## src/rtl/ksa_pkg.sv

```systemverilog
// ksa_pkg: shared types and elaboration-time helpers for the pipelined
// Kogge-Stone adder.
//   ksa_pg_t     - one prefix node (propagate, generate)
//   ksa_levels   - number of prefix levels, clog2(width)
//   ksa_stages   - number of prefix pipeline registers, ceil(levels/pipe_every)
//   ksa_latency  - beat latency and capacity, stages + 2
package ksa_pkg;

  typedef struct packed {
    logic p;
    logic g;
  } ksa_pg_t;

  function automatic int ksa_levels(input int width);
    return $clog2(width);
  endfunction

  function automatic int ksa_stages(input int width, input int pipe_every);
    return (ksa_levels(width) + pipe_every - 1) / pipe_every;
  endfunction

  function automatic int ksa_latency(input int width, input int pipe_every);
    return ksa_stages(width, pipe_every) + 2;
  endfunction

endpackage

```

## src/rtl/ksa_prefix_stage.sv

```systemverilog
// ksa_prefix_stage: one combinational Kogge-Stone prefix level.
// Node n is combined with node n-DIST when that node exists, otherwise it
// passes through unchanged. Node 0 is the carry-in node, node i+1 is bit i.
//   pg_i  in   WIDTH+1 nodes entering this level
//   pg_o  out  WIDTH+1 nodes leaving this level
module ksa_prefix_stage
  import ksa_pkg::*;
#(
  parameter int WIDTH = 32,
  parameter int DIST  = 1
) (
  input  ksa_pg_t [WIDTH:0] pg_i,
  output ksa_pg_t [WIDTH:0] pg_o
);

  for (genvar n = 0; n <= WIDTH; n++) begin : g_node
    if (n >= DIST) begin : g_op
      assign pg_o[n].g = pg_i[n].g | (pg_i[n].p & pg_i[n-DIST].g);
      assign pg_o[n].p = pg_i[n].p & pg_i[n-DIST].p;
    end else begin : g_pass
      assign pg_o[n] = pg_i[n];
    end
  end

endmodule

```

## src/rtl/ksa_pipe_adder.sv

```systemverilog
// ksa_pipe_adder: pipelined Kogge-Stone adder with valid/ready on both sides.
// Register chain: stage 0 (bit p/g + carry-in node), prefix stages 1..S
// (PIPE_EVERY levels each, last one may hold fewer), output register.
// Latency and capacity are S+2 beats; empty stages always accept (bubble
// collapse) and a stalled output holds sum/cout/out_valid.
// Optional feature: define KSA_SUB_EN to add the sub port (a - b).
//   clk        in   clock, rising edge
//   rst        in   asynchronous active-high reset
//   in_valid   in   operand beat valid
//   in_ready   out  beat accepted this cycle (when in_valid)
//   a, b       in   operands, WIDTH bits
//   cin        in   carry-in (ignored when sub = 1)
//   sub        in   subtract select (KSA_SUB_EN only)
//   out_valid  out  result valid
//   out_ready  in   downstream accepts result
//   sum        out  result, WIDTH bits
//   cout       out  unsigned carry-out (1 = no borrow when subtracting)
module ksa_pipe_adder
  import ksa_pkg::*;
#(
  parameter int WIDTH      = 32,
  parameter int PIPE_EVERY = 1
) (
  input  logic             clk,
  input  logic             rst,
  input  logic             in_valid,
  output logic             in_ready,
  input  logic [WIDTH-1:0] a,
  input  logic [WIDTH-1:0] b,
  input  logic             cin,
`ifdef KSA_SUB_EN
  input  logic             sub,
`endif
  output logic             out_valid,
  input  logic             out_ready,
  output logic [WIDTH-1:0] sum,
  output logic             cout
);

  localparam int LEVELS = ksa_levels(WIDTH);
  localparam int S      = ksa_stages(WIDTH, PIPE_EVERY);

  // Index 0 is the carry-in node (-1), index i+1 is bit i.
  typedef ksa_pg_t [WIDTH:0] node_vec_t;

  logic [WIDTH-1:0] b_eff;
  logic             cin_eff;

`ifdef KSA_SUB_EN
  assign b_eff   = sub ? ~b : b;
  assign cin_eff = sub | cin;
`else
  assign b_eff   = b;
  assign cin_eff = cin;
`endif

  node_vec_t pg0_d;

  // NOTE: every field of pg0_d is written on each evaluation, so no latch.
  always_comb begin
    pg0_d[0].p = 1'b0;
    pg0_d[0].g = cin_eff;
    for (int i = 0; i < WIDTH; i++) begin
      pg0_d[i+1].p = a[i] ^ b_eff[i];
      pg0_d[i+1].g = a[i] & b_eff[i];
    end
  end

  node_vec_t        stg_pg_q [S+1];
  logic [WIDTH-1:0] stg_p_q  [S+1];
  logic [S:0]       stg_v_q;

  node_vec_t lvl_in  [1:LEVELS];
  node_vec_t lvl_out [1:LEVELS];
  node_vec_t grp_out [1:S];

  // The first level of each group starts from a stage register; the rest
  // chain combinationally from the previous level.
  for (genvar l = 1; l <= LEVELS; l++) begin : g_level
    if ((l - 1) % PIPE_EVERY == 0) begin : g_from_reg
      assign lvl_in[l] = stg_pg_q[(l-1)/PIPE_EVERY];
    end else begin : g_chain
      assign lvl_in[l] = lvl_out[l-1];
    end
    ksa_prefix_stage #(
      .WIDTH (WIDTH),
      .DIST  (1 << (l - 1))
    ) u_stage (
      .pg_i (lvl_in[l]),
      .pg_o (lvl_out[l])
    );
  end

  for (genvar j = 1; j <= S; j++) begin : g_group
    localparam int LAST = (j * PIPE_EVERY < LEVELS) ? j * PIPE_EVERY : LEVELS;
    assign grp_out[j] = lvl_out[LAST];
  end

  // Ready chain rdy[j] = !v[j] | rdy[j+1] unrolled: a stage may load when the
  // output drains or any stage from it downward has a hole.
  logic       rdy_out;
  logic [S:0] rdy;

  assign rdy_out = ~out_valid | out_ready;
  for (genvar j = 0; j <= S; j++) begin : g_rdy
    assign rdy[j] = rdy_out | ~(&stg_v_q[S:j]);
  end

  assign in_ready = rdy[0] & ~rst;

  // Output: C[i] is node i after the last level. With WIDTH+1 nodes but only
  // clog2(WIDTH) levels, the top node can stop one short of the carry-in
  // node, so cout folds it in explicitly (P is 0 whenever it did reach it).
  node_vec_t        fin;
  logic [WIDTH-1:0] sum_d;
  logic             cout_d;
  logic             unused_fin_p;

  assign fin = stg_pg_q[S];

  always_comb begin
    unused_fin_p = 1'b0;
    for (int i = 0; i < WIDTH; i++) begin
      sum_d[i]     = stg_p_q[S][i] ^ fin[i].g;
      unused_fin_p = unused_fin_p ^ fin[i].p;
    end
    cout_d = fin[WIDTH].g | (fin[WIDTH].p & fin[0].g);
  end

  // NOTE: pipeline data is reset too, so sum/cout read 0 during and after rst.
  always_ff @(posedge clk or posedge rst) begin
    if (rst) begin
      stg_v_q   <= '0;
      out_valid <= 1'b0;
      sum       <= '0;
      cout      <= 1'b0;
      for (int j = 0; j <= S; j++) begin
        stg_pg_q[j] <= '0;
        stg_p_q[j]  <= '0;
      end
    end else begin
      // NOTE: non-blocking assignments let every stage sample the pre-edge
      // value of its upstream neighbour, independent of statement order.
      if (rdy[0]) begin
        stg_v_q[0] <= in_valid;
        if (in_valid) begin
          stg_pg_q[0] <= pg0_d;
          stg_p_q[0]  <= a ^ b_eff;
        end
      end
      for (int j = 1; j <= S; j++) begin
        if (rdy[j]) begin
          stg_v_q[j] <= stg_v_q[j-1];
          if (stg_v_q[j-1]) begin
            stg_pg_q[j] <= grp_out[j];
            stg_p_q[j]  <= stg_p_q[j-1];
          end
        end
      end
      if (rdy_out) begin
        out_valid <= stg_v_q[S];
        if (stg_v_q[S]) begin
          sum  <= sum_d;
          cout <= cout_d;
        end
      end
    end
  end

endmodule
```

## config.mk

```make
export PLATFORM = sky130hd
export DESIGN_NAME = ksa_pipe_adder
export DESIGN_NICKNAME = d
export VERILOG_FILES = /design/src/rtl/ksa_pkg.sv /design/src/rtl/ksa_prefix_stage.sv /design/src/rtl/ksa_pipe_adder.sv
export SDC_FILE = /design/constraint.sdc
export NUM_CORES = 1
export LEC_CHECK = 0
export ABC_AREA = 1
export CORE_ASPECT_RATIO = 2
export CORE_MARGIN = 10
export CORE_UTILIZATION = 50
export CTS_CLUSTER_DIAMETER = 100
export DETAILED_ROUTE_END_ITERATION = 12
export PLACE_DENSITY = 0.68
export SLEW_MARGIN = 20
export SYNTH_ARGS = -nofsm -noshare
export SYNTH_HDL_FRONTEND = slang
export SYNTH_SLANG_ARGS = --single-unit
```

## constraint.sdc

```tcl
create_clock -name clk -period 30.1 [get_ports clk]
set_input_delay 4.515 -clock clk [delete_from_list [all_inputs] [get_ports clk]]
set_output_delay 4.515 -clock clk [all_outputs]
set_load 0.05 [all_outputs]
```

==> results.md <==
- Status: completed
- Final WS setup: 18.75 ns
- CP Data Arrival Time: 6.84 ns
- Fillers: ~4000
- Number of flops mapped to enable cells by yosys: 0
- Max VDD drop: 0.0000384 V
- CP Launch Type: input pin
- Top FF cell, synth: dfrtp_1
- Seq/Total Area, Yosys: 60.2%
- Clock-pin slew on the worst setup and hold paths: 0.07 ns
- Drt via density: 5.14
- Dpl cells: approximately 3000
- Mean Syn Cell Area: 8.99 um2
- Starting density of the core: 50.3%
- Commonest cells after routing, fill and taps aside: nand2_1 (1038), dfrtp_1 (531), nand3_1 (248)
- Layout area overhead: 12.2%
- Final core utilization: 56.4%
- DRC viols: 0
- Period minus WS final: 11.35 ns
- Final Max Tran Viols: 0
- Fin nets: 2590
- Share of cells above drive strength 1: ~4.4%
- Diodes inserted: 0
- TritonRoute pass-1 iters: 6
- H-tree depth: 2
- Unrepaired setup endpoints after global routing: false
- Max Cap Viol: 0
- Critical Path RT: 25.59 ns
- Number of synthesized register bits: ~530
- GPL Wtd Cong: 0.823
- Antenna viol nets, final: 0
- Flop2flop setup slack: 26.91 ns
- Ys Warns: 0
- Highest clock rate: about 90 MHz
- Via count: 15800
- Worst min-delay path category: flip-flop to flip-flop
- Critical path class: input pin to primary output
- First-pass GRT wire length: between 80000 and 90000 um
- Largest delay share family, worst path: buffers and inverters
- Slew @ Worst Pin: 0.972 ns
- I/O pin count: roughly 100
- LEAKAGE: around 13 nW
- Die Footprint: 0.0536 mm2
- CTS tree: built
- Crit path max fanout: a little under 70
- Clock Tree Buf Depth: 3
- PortBufs: 103
- Crit path buf inv count: 4
- Final instance area: 0.0249 mm2
- Clock root buffer: clkbuf_16
- Post-Syn Area: 0.0222 mm2
- Net count after synthesis: 2565
- PD cells: slightly below 90 mW/mm2
- TNS Setup: 0 ns
- CP Cell Sequence: clkdlybuf4s50_1 > nor2_2 > nand3_2 > buf_4 > nand2_1 > inv_1 > clkdlybuf4s50_1
- CP most frequent cell: clkdlybuf4s50_1
- Clock Sinks: 533
- Dpl ws: approximately 19 ns
- Slowest-stage cell, CP: clkdlybuf4s50_1
- Worst relative slew slack: 35.2%
- Fin cells: 3076
- Total Routing Usage GR: 17.6%
- Core region area: 0.0441 mm2
- Initial antenna violation count: 0
- Placed cell area: 0.0234 mm2
- Clk Latency, worst-skew pair: 0.55 ns
- Die Ht: roughly 320 um
- Final Hold Fails: 0
- # setup viols final: 0
- Cts bufs inserted: 44
- Resized Gates After CTS: 0
- Period utilization: 37.7%
- Cts hold-fix bufs: 0
- Setup Skew: 0.0174 ns
- Post-CTS Setup Repair Bufs: 0
- Vias in the first global route: 15700
- Yosys cell types: 21
- Initial DRC count: 1034
- Dpl hpwl: 33400 um
- Routed len/inst: 15.4 um
- Most common cell after layout, fill and taps aside: nand2_1
- Mapped Cells: 2464
- DRT Wirelength: 47500 um
- CP max stage delay: approximately 0.8 ns
- Setup crit end kind: primary output
- Chip width: 169 um
- Largest net degree at the start of global routing: 160
- Grt total ovfl: 0
- Rows: 109
- Ys async rst share: 100%
synth_stat cells, types with 26 or more instances:
library cell / number / area, um2
clkbuf_1: 34 / 128
a21o_1: 32 / 240
nand2_1: 1043 / 3920
nand3_1: 249 / 1250
buf_1: 26 / 97.6
a21oi_1: 136 / 681
nand3b_1: 54 / 405
dfrtp_1: 533 / 13300
xnor2_1: 32 / 280
buf_2: 67 / 335
inv_1: 47 / 176
ha_1: 32 / 400
o21ai_0: 97 / 485
nor2_1: 37 / 139
per-layer routing:
metal	vias up	GRT usage (%)	wire length, um
li1	8004	-	-
met1	7408	21.6	20000
met2	300	30.5	24000
met3	87	2.06	1460
met4	0	7.88	1990
met5	-	0	0
cell type report:
cell class                 instances  area (um2)  area share [%]
sequential                       533       13300            53.7
clock inverter                    13         126           0.508
timing repair buffer             122        1180            4.77
inverter                          48         188           0.755
tap                              555         694            2.79
clock buffer                      65        1330            5.36
multi-input combinational       1740        7990            32.2
sequential cells by signal, indices dropped and copies added (netlist names):
name       count
stg_p_q      191
fin           34
lvl_in       268
cout           1
stg_v_q        6
sum           32
out_valid      1
stage by stage:
stage	power [mW]	hold WS [ns]
2_1_floorplan	1.43	0.442
3_3_place_gp	1.59	0.455
5_1_grt	2.30	0.485
3_5_place_dp	1.61	0.453
4_1_cts	2.19	0.472
6_report	2.16	0.470
power by group:
part	switching (mW)	internal [mW]	leakage (nW)	total (mW)
sequential	0.144	0.898	6.91	1.04
clock	0.251	0.324	0.731	0.575
combinational	0.358	0.189	5.22	0.546
total	0.752	1.41	12.9	2.16
tightest hold or removal path: cells and delay by family (launching register included):
family	cells	cell delay (ns)
flops	1	0.34
simple gates	2	0.09
path summary, 6_finish.rpt:
check,start,end,cells past startpoint
min in group asynchronous,rst,sum[2],2
max in group asynchronous,rst,lvl_in[328],4
worst max register to register,out_valid,lvl_in[164],6
worst max-delay path,out_ready,in_ready,7
worst min-delay path,stg_p_q[37],stg_p_q[5],2
worst min register to register,stg_p_q[37],stg_p_q[5],2
kinds of logic after synthesis:
kind of cell	synth area share [%]
compound gates	6.85
xor+xnor	1.27
fa+ha+maj	1.81
buf+inv	3.94
flops	60.2
simple gates	25.9
(Power assumes the default switching activity.)
